<file path="config.mk">
export PLATFORM = sky130hd
export DESIGN_NAME = piccolo_round_sched
export DESIGN_NICKNAME = d
export VERILOG_FILES = /design/src/rtl/piccolo_pkg.sv /design/src/rtl/piccolo_f_unit.sv /design/src/rtl/piccolo_round_sched.sv
export SDC_FILE = /design/constraint.sdc
export NUM_CORES = 1
export LEC_CHECK = 0
export CORE_ASPECT_RATIO = 0.7
export CORE_MARGIN = 2
export CORE_UTILIZATION = 31
export DETAILED_ROUTE_END_ITERATION = 12
export GPL_TIMING_DRIVEN = 0
export HOLD_SLACK_MARGIN = 0.05
export PLACE_DENSITY_LB_ADDON = 0.15
export SLEW_MARGIN = 20
export SYNTH_ARGS = -nofsm -noshare
export SYNTH_HDL_FRONTEND = slang
export SYNTH_SLANG_ARGS = --single-unit
</file>
<file path="constraint.sdc">
create_clock -name clk -period 6.6 [get_ports clk]
set_input_delay 0.66 -clock clk [delete_from_list [all_inputs] [get_ports clk]]
set_output_delay 0.66 -clock clk [all_outputs]
set_load 0.05 [all_outputs]
</file>
<file path="src/rtl/piccolo_pkg.sv">
// Shared Piccolo constants: FSM states, S-box, diffusion matrix M and GF(2^4) arithmetic.
// Also holds the round permutation used when PICCOLO_ROUND_PERM_EN is defined.
package piccolo_pkg;

  localparam int BLK_W = 64;
  localparam int BR_W  = 16;

  typedef enum logic [2:0] {IDLE, F0, F1, F2, DONE} state_t;

  // x^4 + x + 1 with the x^4 term implied
  localparam logic [3:0] GF_POLY = 4'h3;

  localparam logic [3:0] SBOX [16] = '{
    4'hE, 4'h4, 4'hB, 4'h2, 4'h3, 4'h8, 4'h0, 4'h9,
    4'h1, 4'hA, 4'h7, 4'hF, 4'h6, 4'hC, 4'h5, 4'hD
  };

  localparam logic [3:0] M_COEF [4][4] = '{
    '{4'h2, 4'h3, 4'h1, 4'h1},
    '{4'h1, 4'h2, 4'h3, 4'h1},
    '{4'h1, 4'h1, 4'h2, 4'h3},
    '{4'h3, 4'h1, 4'h1, 4'h2}
  };

  function automatic logic [3:0] gf_mul(input logic [3:0] a, input logic [3:0] b);
    logic [3:0] p;
    logic [3:0] t;
    p = 4'h0;
    t = a;
    for (int i = 0; i < 4; i++) begin
      if (b[i]) p = p ^ t;
      t = t[3] ? ({t[2:0], 1'b0} ^ GF_POLY) : {t[2:0], 1'b0};
    end
    return p;
  endfunction

  // Bytes x0..x7 (x0 = MSB) reordered to (x2,x7,x4,x1,x6,x3,x0,x5)
  function automatic logic [BLK_W-1:0] round_perm(input logic [BLK_W-1:0] x);
    return {x[47:40], x[7:0], x[31:24], x[55:48], x[15:8], x[39:32], x[63:56], x[23:16]};
  endfunction

endpackage

</file>
<file path="src/rtl/piccolo_f_unit.sv">
// Combinational Piccolo F-function: nibble S-box, diffusion matrix M, nibble S-box.
module piccolo_f_unit
  import piccolo_pkg::*;
(
  input  logic [BR_W-1:0] x,
  output logic [BR_W-1:0] f
);

  logic [BR_W-1:0] s1;

  // Nibble 0 is x[15:12], matching the first element of each M row
  generate
    for (genvar gi = 0; gi < 4; gi++) begin : g_nib
      logic [3:0] mix;

      assign s1[BR_W-1-4*gi -: 4] = SBOX[x[BR_W-1-4*gi -: 4]];

      always_comb begin
        mix = 4'h0;
        for (int j = 0; j < 4; j++) begin
          mix = mix ^ gf_mul(M_COEF[gi][j], s1[BR_W-1-4*j -: 4]);
        end
      end

      assign f[BR_W-1-4*gi -: 4] = SBOX[mix];
    end
  endgenerate

endmodule

</file>
<file path="src/rtl/piccolo_round_sched.sv">
// One Piccolo round over a single shared F unit: X0 then X2, with round-key XOR.
// Define PICCOLO_ROUND_PERM_EN to apply the round permutation on out_data.
module piccolo_round_sched
  import piccolo_pkg::*;
(
  input  logic             clk,
  input  logic             rst,
  input  logic             in_valid,
  output logic             in_ready,
  input  logic [BLK_W-1:0] in_data,
  input  logic [31:0]      rk,
  output logic             out_valid,
  input  logic             out_ready,
  output logic [BLK_W-1:0] out_data,
  output logic             busy
);

  state_t          state, state_next;
  logic [BLK_W-1:0] blk;
  logic [31:0]      key;
  logic [BR_W-1:0]  freg;
  logic [BR_W-1:0]  f_in;
  logic [BR_W-1:0]  f_out;
  logic [BLK_W-1:0] res;
  logic             take;

  piccolo_f_unit u_f (
    .x (f_in),
    .f (f_out)
  );

  always_comb begin
    state_next = state;
    f_in       = blk[63:48];
    in_ready   = 1'b0;
    out_valid  = 1'b0;
    busy       = 1'b1;
    case (state)
      IDLE: begin
        in_ready = 1'b1;
        busy     = 1'b0;
        if (in_valid) state_next = F0;
      end
      F0: state_next = F1;
      F1: begin
        f_in       = blk[31:16];
        state_next = F2;
      end
      F2: state_next = DONE;
      DONE: begin
        out_valid = 1'b1;
        in_ready  = out_ready;
        if (out_ready) state_next = in_valid ? F0 : IDLE;
      end
      default: state_next = IDLE;
    endcase
  end

  assign take = in_valid & in_ready;

  always_ff @(posedge clk or posedge rst) begin
    if (rst) begin
      state <= IDLE;
      blk   <= '0;
      key   <= '0;
      freg  <= '0;
      res   <= '0;
    end else begin
      state <= state_next;
      if (take) begin
        blk <= in_data;
        key <= rk;
      end
      case (state)
        F0: freg <= f_out;
        F1: begin
          res[47:32] <= blk[47:32] ^ freg ^ key[31:16];
          freg       <= f_out;
        end
        F2: begin
          res[63:48] <= blk[63:48];
          res[31:16] <= blk[31:16];
          res[15:0]  <= blk[15:0] ^ freg ^ key[15:0];
        end
        default: ;
      endcase
    end
  end

`ifdef PICCOLO_ROUND_PERM_EN
  assign out_data = round_perm(res);
`else
  assign out_data = res;
`endif

endmodule
</file>
== After elaboration in Yosys (flattened, before gate mapping) ==
Memory sizes are Yosys's and may differ from the RTL's. A register that Yosys moved wholly into a read port is not among the register bits.
Cells that the tools add are included.

* Register bits: 163
* Memory bits (read-only): 512
* Input bits: 100
* Output and inout port bits: 67
* Word-level logic and storage cells: 151
* Memories: 8

* Magnitude comparators: 4
* Equal/unequal tests: 6
* Muxes and demuxes: 64
* Bitwise logic cells: 61
* Reduce and logical (&&, ||, !) cells: 3

{| class="wikitable"
|+ Memories
! memory !! words !! width !! read ports !! clocked after memory_dff !! wr ports !! RTL line !! text
|-
| (name not given) || 16 || 4 || 1 || 1 || 0 || piccolo_f_unit.sv:25 || <nowiki>assign f[BR_W-1-4*gi -: 4] = SBOX[mix];</nowiki>
|-
| (name not given) || 16 || 4 || 1 || 0 || 0 || piccolo_f_unit.sv:16 || <nowiki>assign s1[BR_W-1-4*gi -: 4] = SBOX[x[BR_W-1-4*gi -: 4]];</nowiki>
|-
| (name not given) || 16 || 4 || 1 || 1 || 0 || piccolo_f_unit.sv:25 ||
|-
| (name not given) || 16 || 4 || 1 || 0 || 0 || piccolo_f_unit.sv:16 ||
|-
| (name not given) || 16 || 4 || 1 || 1 || 0 || piccolo_f_unit.sv:25 ||
|-
| (name not given) || 16 || 4 || 1 || 0 || 0 || piccolo_f_unit.sv:16 ||
|-
| +2 memories || - || - || - || - || - || - ||
|}

{| class="wikitable"
|+ Operator list
! kind !! number
|-
| two-way mux 4 bit || 24
|-
| bitwise XOR 16 bit || 4
|-
| bitwise XOR 4 bit || 12
|-
| two-way mux 3 bit || 14
|-
| inverter 4 -> 5 bit || 8
|-
| two-way mux 2 bit || 16
|-
| >= comparator 5 bit (second input constant) || 4
|-
| inverter 1 bit (first input constant) || 20
|-
| two-way mux 16 bit || 1
|-
| inverter 1 -> 2 bit || 8
|-
| case mux 3 bit (5 select lines) || 1
|-
| inverter 3 bit || 4
|-
| inverter 2 bit || 4
|-
| two-way mux 1 bit || 7
|-
| == test 3 x 2 -> 1 bit (second input constant) || 2
|-
| != test 2 bit (second input constant) || 2
|-
| == test 3 x 1 -> 1 bit (second input constant) || 1
|-
| == test 3 bit (second input constant) || 1
|-
| logical NOT 3 bit || 1
|-
| case mux 1 bit (2 select lines) || 1
|-
| AND reduction 2 bit || 1
|-
| OR reduction 2 bit || 1
|-
| AND 1 bit || 1
|}

== Logic depth before layout (Yosys ltp) ==
* Depth after elaboration: 17
* Mapped depth: 21

== Cells and area by module ==
From an unflattened synthesis, not the netlist that was laid out.

* Cells, all modules: 688
* Area, all modules: 9158.8 um2

{| class="wikitable"
|+ By module, submodules not included
! module !! instances !! cells an instance !! area an instance (um2)
|-
| piccolo_round_sched || 1 || 505 || 7405.9
|-
| piccolo_f_unit || 1 || 183 || 1752.9
|}

== Worst setup path before layout ==
OpenSTA, ideal clock, no wires.

* Path kind: register -> register
* Start point: register state[2]
* End point: register freg[8]
* Data arrival time: 4422 ps
* Data required time: 6518 ps
* Path slack: 2096 ps
* Stages on the path, launching flop included: 18
* Cells stage by stage: dfrtp_1 buf_2 or3b_4 buf_6 buf_4 buf_4 buf_1 mux2i_1 ha_1 mux4_2 xnor2_1 mux2i_2 xor2_1 xnor3_1 ha_1 nor2_1 a211o_1 a31oi_1

* Word-level cells in the longest chain between the ends: 15
* Elaborated cells between the ends (all ways): 44
* Classes of those cells: eq/ne (2); mux (25); bitwise (12); reduce/logical (1); memory (4)

{| class="wikitable"
|+ RTL lines
! element !! RTL line !! text
|-
| start, declared || piccolo_round_sched.sv:18 || <nowiki>state_t state, state_next;</nowiki>
|-
| start signal, assigned || piccolo_round_sched.sv:69 || <nowiki>state <= state_next;</nowiki>
|-
| == test 3 x 2 -> 1 bit || piccolo_round_sched.sv:38, piccolo_round_sched.sv:74 ||
|-
| two-way mux 16 bit || piccolo_round_sched.sv:38 || <nowiki>case (state)</nowiki>
|-
| inverter 4 -> 5 bit (implied by the code) || piccolo_f_unit.sv:16 ||
|-
| memory read (16 x 4 bit) || - ||
|-
| two-way mux 4 bit (implied by the code) (2 in a row) || piccolo_f_unit.sv:16 ||
|-
| two-way mux 2 bit || piccolo_pkg.sv:31 || <nowiki>if (b[i]) p = p ^ t;</nowiki>
|-
| two-way mux 3 bit or inverter 1 -> 2 bit (tied branches) || - ||
|-
| two-way mux 4 bit or two-way mux 3 bit (tied branches) || piccolo_pkg.sv:31 ||
|-
| inverter 2 bit (no source line) or two-way mux 4 bit (tied branches) || - ||
|-
| two-way mux 2 bit or inverter 3 bit (tied branches) || - ||
|-
| bitwise XOR 4 bit or two-way mux 4 bit (tied branches) || piccolo_f_unit.sv:21, piccolo_pkg.sv:31 ||
|-
| bitwise XOR 4 bit (2 in a row) || piccolo_f_unit.sv:21 || <nowiki>mix = mix ^ gf_mul(M_COEF[gi][j], s1[BR_W-1-4*j -: 4]);</nowiki>
|-
| inverter 4 -> 5 bit (implied by the code) || piccolo_f_unit.sv:25 ||
|-
| end, declared || piccolo_round_sched.sv:21 || <nowiki>logic [BR_W-1:0] freg;</nowiki>
|}

Parallel ways exist; a longest one is shown, timed or not. The select of a mux whose other input is x is not followed.
A chain may end at the register's enable or synchronous reset.

== Worst setup path after layout ==
* Start point: register state[1]
* End point: register freg[8]

Same word-level chain as after synthesis.

==> flow_summary_export.csv <==
group,metric,value,unit
run_status,status,"finished, final reports clean",
layout,fin_area,12400,sq um
yosys,syn_nets,936,
placed_design,place_ws,1.22,ns
clocking,clockBufferDepth,2,
setup_path,crit_chain,"buf_4, or3b_4, buf_6, buf_4, buf_4, buf_1, mux2i_1, inv_1, ha_1, mux2i_1, o21ai_0, a2bb2o_1, a21oi_1, or2_2, xnor3_1, ha_1, nor2_1, a211o_1, a31oi_1",
floorplan,start_util,31.6,%
sta,slew_violations,0,
layout,drive_gt1_share,18.2,%
setup_path,crit_path_frequent_cell,"buf_4",
setup_path,timing.rr.start,"state[1]$_DFFE_PP0P_",
clocking,post_cts_buffers,0,
setup_path,end_kind,"flop",
clocking,ctsHoldBuffers,0,
sta,hold_viol_final,0,
placed_design,dpl-instance-area,11800,sq um
sta,period_needed,5.41,ns
clocking,cts_tree,"built",
detailed_routing,drt-wirelength-per-cell,17.9,um
sta,min_period_over_period,81.9,%
detailed_routing,wl,25600,um
layout,fin_nets,1123,
detailed_routing,ant_nets,0,
yosys,avgSynthCellArea,11.6,sq um
floorplan,die-area,32200,sq um
worst_hold_path,hold_start,"out_data[34]$_DFFE_PP0P_",
floorplan,coreArea,30100,sq um
detailed_routing,drt-initial-drc-count,266,
setup_path,crit_type,"flop to flop",
yosys,async_reset_ff_share,100,%
detailed_routing,first_pass_iters,5,
yosys,yosys_register_bits,179,
layout,areaGrowthSynthToFinish,30.2,%
yosys,synth_edf_count,0,
sta,fin_ws,1.19,ns
sta,fmax,185,MHz
clocking,htreeDepth,4,
layout,fillerInstances,2978,
sta,tns,0,ns
detailed_routing,via_per_inst,4.62,
clocking,cts_sinks,179,
global_route,antenna_found_initial,1,
setup_path,crit_slowest_cell,"buf_1",
worst_hold_path,hp-class,"flop to flop",
placed_design,placed_cells,1398,
floorplan,chipHeight,151,um
clocking,clockRootBuffer,"clkbuf_16",
job,drv_cap,0,
clocking,cts_resized,0,
layout,instances_no_fill,1430,
setup_path,startpoint,"state[1]$_DFFE_PP0P_",
setup_path,max_stage_delay,0.58,ns
yosys,ys_seq_area_share,47.0,%
sta,relSlewSlack,30.2,%
setup_path,arrival,5.78,ns
floorplan,rows,53,
detailed_routing,vias,6603,
yosys,ys_warn_count,0,
clocking,path_clk_slew,0.07,ns
sta,setup_viol,0,
detailed_routing,drcViolationCount,0,
placed_design,place.gp.congestion,0.775,
global_route,grt_max_degree,64,
yosys,synth_ff_type,"dfrtp_1",
placed_design,hpwl,19000,um
sta,fin_worst_skew,0.00805,ns
yosys,synth_area,9520,sq um
layout,antenna_cells,0,
setup_path,worstSetupStartpointType,"flop",
clocking,clk-insertion-delay-late,0.45,ns
clocking,cts_made_buffers,17,
setup_path,crit_fanout,10,
sta,rsz0062_at_grt,"false",
floorplan,ioPinCount,167,
global_route,grt_pass1_wl,38800,um
floorplan,die_w,213,um
yosys,ys_types,66,
sta,worst_slew_pin_slew,1.05,ns
global_route,grt_use_total,16.5,%
setup_path,required,6.97,ns
placed_design,numPortBuffers,166,
global_route,grt_overflow_total,0,
global_route,grt_pass1_vias,6564,
yosys,postSynthCellCount,818,
==> cells in the final DEF (no fill, tap or decap), drive strengths merged, types with 7 or more instances in the layout <==
master           n
ha              18
mux2i           22
xnor2           68
a21oi           15
nand2           62
buf             15
mux2           129
o21ai           54
clkbuf          59
nor3            10
inv             22
nor2b            8
dfrtp          179
xnor3           10
nor2            29
clkdlybuf4s50  166
xor2            51
nand2b           7
a211oi           7
==> cell families after synthesis <==
family | count (synthesis) | synth area share, %
XOR/XNOR | 130 | 13.7
buffers and inverters | 71 | 3.02
adder cells (fa/ha/maj) | 19 | 2.47
AND/OR/NAND/NOR | 144 | 7.20
AO/OA/AOI/OAI | 122 | 8.38
multiplexers | 153 | 18.2
flip-flops | 179 | 47.0
==> area by class of cell <==
class / instances / area, sq um / share of cell area (%)
Multi-Input combinational cell: 568 / 4760 / 38.4
Sequential cell: 179 / 4480 / 36.1
Timing Repair Buffer: 168 / 1720 / 13.8
Tap cell: 412 / 515 / 4.16
Clock buffer: 21 / 460 / 3.71
Buffer: 51 / 213 / 1.72
Clock inverter: 11 / 173 / 1.39
Inverter: 20 / 82.6 / 0.666
==> worst max-delay path: cells and delay by family, from the launching register on <==
family | cells | cell delay [ns]
buffers and inverters | 6 | 1.49
AOI/OAI and AO/OA | 5 | 1.27
muxes | 2 | 0.62
adders and majority gates | 2 | 0.56
and+or+nand+nor | 3 | 0.51
xor gates and xnor gates | 1 | 0.50
DFF | 1 | 0.36
==> flip-flops by register name, summed over array words and instances (netlist names) <==
signal    flops
state         3
blk          64
out_data     64
key          32
freg         16
==> per-layer routing <==
| layer | global-route usage (%) | wire [um] | vias to the layer above |
|---|---|---|---|
| met5 | 0 | 0 | - |
| met4 | 4.38 | 312 | 0 |
| met3 | 4.38 | 1190 | 16 |
| met2 | 22.7 | 10300 | 120 |
| met1 | 25.2 | 13800 | 3254 |
| li1 | - | - | 3213 |
==> worst paths after layout <==
kind	end	slack, ns	depth (start not counted)
worst max-delay path	freg[8]$_DFFE_PP0P_	1.19	19
worst min-delay path	out_data[34]$_DFFE_PP0P_	0.48	2
worst max register to register	freg[8]$_DFFE_PP0P_	1.19	19
worst min register to register	out_data[34]$_DFFE_PP0P_	0.48	2
max in group asynchronous	key[8]$_DFFE_PP0P_	4.96	4
min in group asynchronous	blk[28]$_DFFE_PP0P_	0.62	2
==> synthesized netlist by cell type (3+ instances only) <==
cell / number / area share, %
dfrtp_1: 179 / 47
mux2_2: 129 / 15
xnor2_1: 66 / 6.1
nand2_1: 62 / 2.4
o21ai_0: 54 / 2.8
xor2_1: 51 / 4.7
clkbuf_1: 38 / 1.5
nor2_1: 29 / 1.1
inv_1: 19 / 0.75
mux2i_1: 19 / 2.0
ha_1: 18 / 2.4
a21oi_1: 13 / 0.68
nor3_1: 10 / 0.53
xnor3_1: 9 / 2.1
nor2b_1: 8 / 0.53
a211oi_1: 7 / 0.55
buf_1: 7 / 0.28
nand2b_1: 7 / 0.46
a31oi_1: 6 / 0.39
o211ai_1: 5 / 0.39
o31ai_1: 5 / 0.39
and3_1: 4 / 0.26
nor3b_1: 4 / 0.32
o21a_1: 4 / 0.32
and2_1: 3 / 0.20
buf_4: 3 / 0.24
mux2i_2: 3 / 0.43
nand3_1: 3 / 0.16
o2bb2ai_1: 3 / 0.28
or3_1: 3 / 0.20
==> per-stage QoR <==
stage	hold slack (ns)	utilization (%)
final	0.478	41.2
after global routing	0.504	41.2
after CTS	0.486	41.2
after detailed placement	0.470	39.1
after global placement	0.463	38.9
after floorplan	0.500	-
Power is not shown: default switching activity piles up to over one toggle a cycle in this logic, so the estimate is an artifact.
